$ cat src/rtl/vga_scanout_if.sv
// Framebuffer read port between the scanout engine (master) and the synchronous
// pixel RAM (slave). Read data is valid one clock after fb_addr/fb_rd.
interface vga_scanout_if;
  logic [16:0] fb_addr;
  logic        fb_rd;
  logic [2:0]  fb_data;

  modport master (
    output fb_addr,
    output fb_rd,
    input  fb_data
  );

  modport slave (
    input  fb_addr,
    input  fb_rd,
    output fb_data
  );
endinterface

$ cat src/rtl/vga_scanout.sv
// Scans a 320x240 3-bit framebuffer out as 640x480@60 VGA with 2x2 pixel doubling,
// a /2 pixel enable derived from the 50 MHz clock, and a once-per-frame tick.
module vga_scanout #(
  parameter int H_VISIBLE = 640,
  parameter int H_FRONT   = 16,
  parameter int H_SYNC    = 96,
  parameter int H_BACK    = 48,
  parameter int V_VISIBLE = 480,
  parameter int V_FRONT   = 10,
  parameter int V_SYNC    = 2,
  parameter int V_BACK    = 33
) (
  input  logic          clk,
  input  logic          rst,
  vga_scanout_if.master fb,
  output logic          vga_clk_o,
  output logic          vga_hs_o,
  output logic          vga_vs_o,
  output logic          vga_blank_n_o,
  output logic          vga_sync_n_o,
  output logic [7:0]    vga_r_o,
  output logic [7:0]    vga_g_o,
  output logic [7:0]    vga_b_o,
  output logic          frame_start_o
);

  localparam int H_TOTAL = H_VISIBLE + H_FRONT + H_SYNC + H_BACK;
  localparam int V_TOTAL = V_VISIBLE + V_FRONT + V_SYNC + V_BACK;

  localparam logic [9:0] H_LAST_C     = 10'(H_TOTAL - 1);
  localparam logic [9:0] V_LAST_C     = 10'(V_TOTAL - 1);
  localparam logic [9:0] H_VIS_C      = 10'(H_VISIBLE);
  localparam logic [9:0] V_VIS_C      = 10'(V_VISIBLE);
  localparam logic [9:0] HS_FIRST_C   = 10'(H_VISIBLE + H_FRONT);
  localparam logic [9:0] HS_LAST_C    = 10'(H_VISIBLE + H_FRONT + H_SYNC - 1);
  localparam logic [9:0] VS_FIRST_C   = 10'(V_VISIBLE + V_FRONT);
  localparam logic [9:0] VS_LAST_C    = 10'(V_VISIBLE + V_FRONT + V_SYNC - 1);

  logic        pix_en_q;
  logic        pix_en_d;
  logic [9:0]  h_q;
  logic [9:0]  h_d;
  logic [9:0]  v_q;
  logic [9:0]  v_d;
  logic        hs_q;
  logic        hs_d;
  logic        vs_q;
  logic        vs_d;
  logic        blank_n_q;
  logic        blank_n_d;
  logic [7:0]  r_q;
  logic [7:0]  r_d;
  logic [7:0]  g_q;
  logic [7:0]  g_d;
  logic [7:0]  b_q;
  logic [7:0]  b_d;
  logic        frame_start_q;
  logic        frame_start_d;

  logic        visible_s;
  logic [8:0]  x_s;
  logic [8:0]  y_s;
  logic [16:0] lin_addr_s;

  // State register: every register returns to its idle value on reset.
  always_ff @(posedge clk or posedge rst) begin
    if (rst) begin
      pix_en_q      <= 1'b0;
      h_q           <= 10'd0;
      v_q           <= 10'd0;
      hs_q          <= 1'b1;
      vs_q          <= 1'b1;
      blank_n_q     <= 1'b0;
      r_q           <= 8'h00;
      g_q           <= 8'h00;
      b_q           <= 8'h00;
      frame_start_q <= 1'b0;
    end else begin
      pix_en_q      <= pix_en_d;
      h_q           <= h_d;
      v_q           <= v_d;
      hs_q          <= hs_d;
      vs_q          <= vs_d;
      blank_n_q     <= blank_n_d;
      r_q           <= r_d;
      g_q           <= g_d;
      b_q           <= b_d;
      frame_start_q <= frame_start_d;
    end
  end

  // Raster counters step once per 2-clock pixel period.
  always_comb begin
    pix_en_d = ~pix_en_q;
    h_d      = h_q;
    v_d      = v_q;
    if (pix_en_q) begin
      if (h_q == H_LAST_C) begin
        h_d = 10'd0;
        if (v_q == V_LAST_C) begin
          v_d = 10'd0;
        end else begin
          v_d = v_q + 10'd1;
        end
      end else begin
        h_d = h_q + 10'd1;
        v_d = v_q;
      end
    end else begin
      h_d = h_q;
      v_d = v_q;
    end
  end

  // y*320 as (y<<8)+(y<<6); dropping bit 0 of each counter doubles every pixel.
  always_comb begin
    visible_s  = (h_q < H_VIS_C) && (v_q < V_VIS_C);
    x_s        = h_q[9:1];
    y_s        = v_q[9:1];
    lin_addr_s = ({8'd0, y_s} << 8) + ({8'd0, y_s} << 6) + {8'd0, x_s};
    if (visible_s) begin
      fb.fb_addr = lin_addr_s;
      fb.fb_rd   = 1'b1;
    end else begin
      fb.fb_addr = 17'd0;
      fb.fb_rd   = 1'b0;
    end
  end

  // DAC stage samples on the second clock of the pixel, when fb_data for it is valid.
  always_comb begin
    hs_d          = hs_q;
    vs_d          = vs_q;
    blank_n_d     = blank_n_q;
    r_d           = r_q;
    g_d           = g_q;
    b_d           = b_q;
    frame_start_d = pix_en_q && (h_q == H_LAST_C) && (v_q == V_LAST_C);
    if (pix_en_q) begin
      hs_d      = ~((h_q >= HS_FIRST_C) && (h_q <= HS_LAST_C));
      vs_d      = ~((v_q >= VS_FIRST_C) && (v_q <= VS_LAST_C));
      blank_n_d = visible_s;
      if (visible_s) begin
        r_d = {8{fb.fb_data[2]}};
        g_d = {8{fb.fb_data[1]}};
        b_d = {8{fb.fb_data[0]}};
      end else begin
        r_d = 8'h00;
        g_d = 8'h00;
        b_d = 8'h00;
      end
    end else begin
      hs_d      = hs_q;
      vs_d      = vs_q;
      blank_n_d = blank_n_q;
    end
  end

  assign vga_clk_o     = pix_en_q;
  assign vga_hs_o      = hs_q;
  assign vga_vs_o      = vs_q;
  assign vga_blank_n_o = blank_n_q;
  assign vga_sync_n_o  = 1'b1;
  assign vga_r_o       = r_q;
  assign vga_g_o       = g_q;
  assign vga_b_o       = b_q;
  assign frame_start_o = frame_start_q;

endmodule

$ cat src/flat_wrapper.sv
// flat-port wrapper written by rule: the top's interface ports become plain ports
module vga_scanout_flat 
#(
  parameter int H_VISIBLE = 640,
  parameter int H_FRONT   = 16,
  parameter int H_SYNC    = 96,
  parameter int H_BACK    = 48,
  parameter int V_VISIBLE = 480,
  parameter int V_FRONT   = 10,
  parameter int V_SYNC    = 2,
  parameter int V_BACK    = 33
)
  (clk, rst, vga_clk_o, vga_hs_o, vga_vs_o, vga_blank_n_o, vga_sync_n_o, vga_r_o, vga_g_o, vga_b_o, frame_start_o, fb_fb_addr, fb_fb_rd, fb_fb_data);
  vga_scanout_if fb_i ();
  input  logic clk;
  input  logic rst;
  output logic vga_clk_o;
  output logic vga_hs_o;
  output logic vga_vs_o;
  output logic vga_blank_n_o;
  output logic vga_sync_n_o;
  output logic [7:0] vga_r_o;
  output logic [7:0] vga_g_o;
  output logic [7:0] vga_b_o;
  output logic frame_start_o;
  output wire logic [$bits(fb_i.fb_addr)-1:0] fb_fb_addr;
  output wire logic [$bits(fb_i.fb_rd)-1:0] fb_fb_rd;
  input wire logic [$bits(fb_i.fb_data)-1:0] fb_fb_data;
  assign fb_fb_addr = fb_i.fb_addr;
  assign fb_fb_rd = fb_i.fb_rd;
  assign fb_i.fb_data = fb_fb_data;
  vga_scanout #(.H_VISIBLE(H_VISIBLE), .H_FRONT(H_FRONT), .H_SYNC(H_SYNC), .H_BACK(H_BACK), .V_VISIBLE(V_VISIBLE), .V_FRONT(V_FRONT), .V_SYNC(V_SYNC), .V_BACK(V_BACK)) u_core (.clk(clk), .rst(rst), .fb(fb_i), .vga_clk_o(vga_clk_o), .vga_hs_o(vga_hs_o), .vga_vs_o(vga_vs_o), .vga_blank_n_o(vga_blank_n_o), .vga_sync_n_o(vga_sync_n_o), .vga_r_o(vga_r_o), .vga_g_o(vga_g_o), .vga_b_o(vga_b_o), .frame_start_o(frame_start_o));
endmodule
$ cat config.mk
export PLATFORM = sky130hd
export DESIGN_NAME = vga_scanout_flat
export DESIGN_NICKNAME = d
export VERILOG_FILES = /design/src/rtl/vga_scanout_if.sv /design/src/rtl/vga_scanout.sv /design/src/flat_wrapper.sv
export SDC_FILE = /design/constraint.sdc
export NUM_CORES = 1
export LEC_CHECK = 0
export BUFFER_PORTS_ARGS = -buffer_cell sky130_fd_sc_hd__buf_2
export CAP_MARGIN = 40
export CELL_PAD_IN_SITES_DETAIL_PLACEMENT = 1
export CELL_PAD_IN_SITES_GLOBAL_PLACEMENT = 2
export CORE_UTILIZATION = 32
export DETAILED_ROUTE_END_ITERATION = 10
export MAX_ROUTING_LAYER = met4
export PLACE_DENSITY_LB_ADDON = 0.1
export SLEW_MARGIN = 20
export SYNTH_ARGS = -nofsm -noshare
export SYNTH_HDL_FRONTEND = slang
export SYNTH_SLANG_ARGS = --single-unit
$ cat constraint.sdc
create_clock -name clk -period 3.39 [get_ports clk]
set_input_delay 0.1695 -clock clk [delete_from_list [all_inputs] [get_ports clk]]
set_output_delay 0.1695 -clock clk [all_outputs]
set_load 0.1 [all_outputs]
Word level (Yosys, flattened, before mapping)
Cells that the tools add are included.
Widths: inputs -> output; s select.

storage, ports and cells
  input bits = 5
  output and inout bits = 48
  logic and storage cells = 38
  register bits = 49

cells by class
  multiplexer cells = 7
  bitwise logic cells = 3
  reduce and logical (&&, ||, !) cells = 6
  $add $sub $neg = 4
  equal/unequal tests = 2
  order comparisons = 6

operators with widths
  kind                   count
  $mux 8                 3
  $add 10x1->10 const B  2
  $eq 10x10->1 const B   2
  $mux 10                2
  $add 17x15->17         1
  $add 17x9->17          1
  $mux 17                1
  $ge 10x10->1 const B   1
  $ge 10x9->1 const B    1
  $le 10x10->1 const B   1
  $le 10x9->1 const B    1
  $lt 10x10->1 const B   1
  $lt 10x9->1 const B    1
  $logic_and 1x1->1      5
  $not 1->1              3
  $reduce_and 2->1       1
  $mux 1                 1

Depth between registers and ports, before layout
  depth in word-level cells = 3
  mapped depth = 8
  gate-level depth less buffers = 8

Worst setup path after synthesis
OpenSTA, ideal clock, no wires.

  path kind = reg2out
  start = register u_core.v_q[1]
  end = output port fb_fb_addr[15]
  stages on the path, launching flop included = 9
  arrival = 3.866 ns
  slack = -0.645 ns
  data required time = 3.220 ns
  path buffers = 0
  cell sequence = dfrtp_1 > inv_1 > fa_1 > inv_1 > fa_1 > a211oi_1 > nor2_1 > a221oi_1 > mux2i_1

between the ends
  cells in the longest elaborated chain, start to end = 3
  elaborated cells between the ends (all ways) = 5
  those cells by class = add/sub: 2; order compare: 1; mux: 1; reduce/logical: 1

RTL lines
  item                                                line                                    text
  from (decl)                                         vga_scanout.sv:43                       logic [9:0] v_q;
  from (signal assigned)                              vga_scanout.sv:81                       v_q <= v_d;
  $add 17x15->17 or $lt 10x9->1 (tied branches)       vga_scanout.sv:120, vga_scanout.sv:117
  $add 17x9->17 or $logic_and 1x1->1 (tied branches)  vga_scanout.sv:120, vga_scanout.sv:117
  $mux 17 (*)                                         vga_scanout.sv:121                      if (visible_s) begin
  to (decl)                                           flat_wrapper.sv:26                      output wire logic [$bits(fb_i.fb_addr)-1:0] fb_fb_addr;

Mark *: on every way between the ends. The rest lies on a longest branch, timed or not.

Worst setup path after layout
  start = register u_core.v_q[3]
  end = output port fb_fb_addr[15]

The elaborated chain is that of the path after synthesis.

==> metrics.txt <==
outcome finished, violations left; failing checks DRC; crit end category primary output; DR DRC count 10; post-synthesis cell area 0.002176 mm²; Vias/cell 5.078; most common cell after layout, fill and taps aside buf_2; nets@finish 300; CP arrival 3.06 ns; Int Pwr 0.5080 mW; Worst VDD drop 167.2 µV; clock root buffer clkbuf_8; Syn Area/Cell 9.142 µm²; Area Growth Syn to Fin 15.07%; Max-cap violations 0; reg-to-reg setup timing slack 1.61 ns; Period minus WS final 3.231 ns; Antenna Nets Post-Route 0; Final Skew 0.004847 ns; Num CTS Buffers 3; final worst-path cycle share 0.9530; Hold Violations, Final 0; floorplan row count 29; fmax 0.3095 GHz; Die Area 0.007133 mm²; Die W 84.46 µm; design area 0.002504 mm²; vias in the first global route 1854; RSZ-0062 raised after global routing false; adder-cell area share of the yosys netlist 0.1449; maximum fanout along the worst path 6; synthesized instance count 238; placed standard-cell area 0.002401 mm²; max_slew headroom 0.6703; grt total ovfl 0; largest family of logic cells by synthesized area simple AND/OR/NAND/NOR gates; number of buffers added on ports 51; Initial Util 0.3369; dpl hpwl 4117 µm; Comb pwr share 0.189; post-route setup TNS 0 ns; most frequent cells in the layout buf_2 (49), dfrtp_1 (24), ha_1 (22), o21ai_0 (16), inv_1 (15); TritonCTS clock tree yes; clk buf depth 2; Setup CP Type reg -> out; Pins Over Slew Limit 0; leakage 1.289 nW; # IOs 53; Compound-Gate Fraction of Synth Area 0.1127; register clock-pin slew on the reported worst setup and hold paths 0.11 ns; initial antenna violation count 0; top_reg_cell synth dfrtp_1; Post-synth EDFFs 0; GPL Wtd Cong 0.7766; Skew-Pair Late Insertion Delay 0.28 ns; number of antenna diodes 0; GRT Util Overall 0.1679; Simple-Gate Fraction of Synth Area 0.2179; asr flop ratio synth 1.000; Worst-Margin Slew 0.4908 ns; drt pass-1 iters 7; share of cells above drive strength 1 0.2815; Crit path required time 3.22 ns; Yosys warnings 0; NetSw 0.2502 mW; sequential share of the synthesized area 0.3232; largest net degree at the start of global routing 29; CTS Sinks 28; core box area 0.006459 mm²; Clk pwr share 0.364; post-synthesis xor/xnor area fraction 0.05233; Netlist cell types 43; WL/cell 15.54 µm; nature of the critical path startpoint flip-flop; PD cells 302.8 mW/mm²; syn_nets 267; initial DRC count 44; final WL 5391 µm; Die Span Y 84.46 µm; Hold WC Path Type in -> reg; register bit total from synthesis 28; first-pass GRT wire length 9280 µm; via count 1762; switching portion of total power 0.3300; Sequential Power Share 0.447; Total Power 0.7582 mW; count of final setup violators 0; Max H-tree Level 1; mux contribution to synthesized area 0.02818
-- per-layer routing --
metal	GRT usage	routed length, µm
met1	0.2122	2517
met2	0.2817	2597
met3	0.02163	171
met4	0.05085	105
met5	-	0
-- worst max-delay path: stages (launching register included) --
cell	delay [ns]
dfrtp_2	0.42
inv_1	0.09
fa_1	0.51
inv_1	0.07
fa_1	0.49
a211oi_2	0.29
nor2_1	0.11
a221oi_2	0.29
mux2i_2	0.30
buf_12	0.21
-- cells in the mapped netlist, types with 5 or more instances --
cell	instances	area [µm²]
mux2i_1	5	50.05
buf_4	23	172.7
nand2b_1	5	31.28
nand3_1	13	65.06
o21ai_0	17	85.08
a21oi_1	7	35.03
nor3_1	6	30.03
nand2_1	13	48.80
and2_1	13	81.33
ha_1	22	275.3
nor2_1	12	45.04
inv_1	15	56.30
dfrtp_1	26	650.6
xnor2_1	9	78.83
nand4_1	6	37.54
-- stage by stage --
step	util	std cells	hold slack [ns]	setup WS, ns
2_1_floorplan	-	238	0.2334	-0.1691
3_3_place_gp	0.3718	341	0.2721	0.2504
3_5_place_dp	0.3718	341	0.2751	0.2482
4_1_cts	0.3861	346	0.1157	0.04788
5_1_grt	0.3876	347	0.1248	0.02238
6_report	0.3876	347	0.1182	0.1594
-- registers in the layout, summed over array words and instances (netlist names) --
signal / cells
u_core.h_q: 10
u_core.v_q: 10
u_core.frame_start_o: 1
u_core.vga_b_o: 1
u_core.vga_blank_n_o: 1
u_core.vga_clk_o: 1
u_core.vga_g_o: 1
u_core.vga_hs_o: 1
u_core.vga_r_o: 1
u_core.vga_vs_o: 1
-- area by class of cell --
class | count | area, µm²
Fill cell | 784 | 3955
Multi-Input combinational cell | 167 | 1249
Sequential cell | 28 | 705.7
Timing Repair Buffer | 56 | 325.3
Tap cell | 77 | 96.34
Inverter | 15 | 56.30
Clock buffer | 3 | 41.29
Clock inverter | 1 | 30.03
-- power groups by stage --
stage	registers, mW	clock network (mW)	logic (mW)
2_1_floorplan	0.359	0	0.129
3_3_place_gp	0.345	0	0.143
3_5_place_dp	0.346	0	0.144
4_1_cts	0.339	0.284	0.144
5_1_grt	0.340	0.297	0.148
6_report	0.339	0.276	0.143
-- worst paths after layout --
kind,startpoint,to,depth (start not counted)
max in group asynchronous,rst,u_core.vga_hs_o,4
min in group asynchronous,rst,u_core.h_q[1],4
setup reg to reg,u_core.v_q[5],u_core.v_q[9],4
setup / recovery,u_core.v_q[3],fb_fb_addr[15],9
hold / removal,fb_fb_data[2],u_core.vga_r_o[6],3
hold reg to reg,u_core.vga_vs_o,u_core.vga_vs_o,2
-- cell families after synthesis --
kind of cell               after synthesis
adders and majority gates               24
DFF                                     28
buffers and inverters                   43
other                                    1
AOI/OAI and AO/OA                       42
xor gates and xnor gates                13
muxes                                    6
and+or+nand+nor                         81
-- timing repair --
item | CTS | global route
endpoints found under the hold margin | 26 | 0
pin swaps | 0 | 1
hold buffers | 1 | 0
setup endpoints to repair | 2 | 2
gates resized for setup | 2 | 2
setup buffers | 0 | 1
No activity file was read; power rests on OpenSTA's default activity.
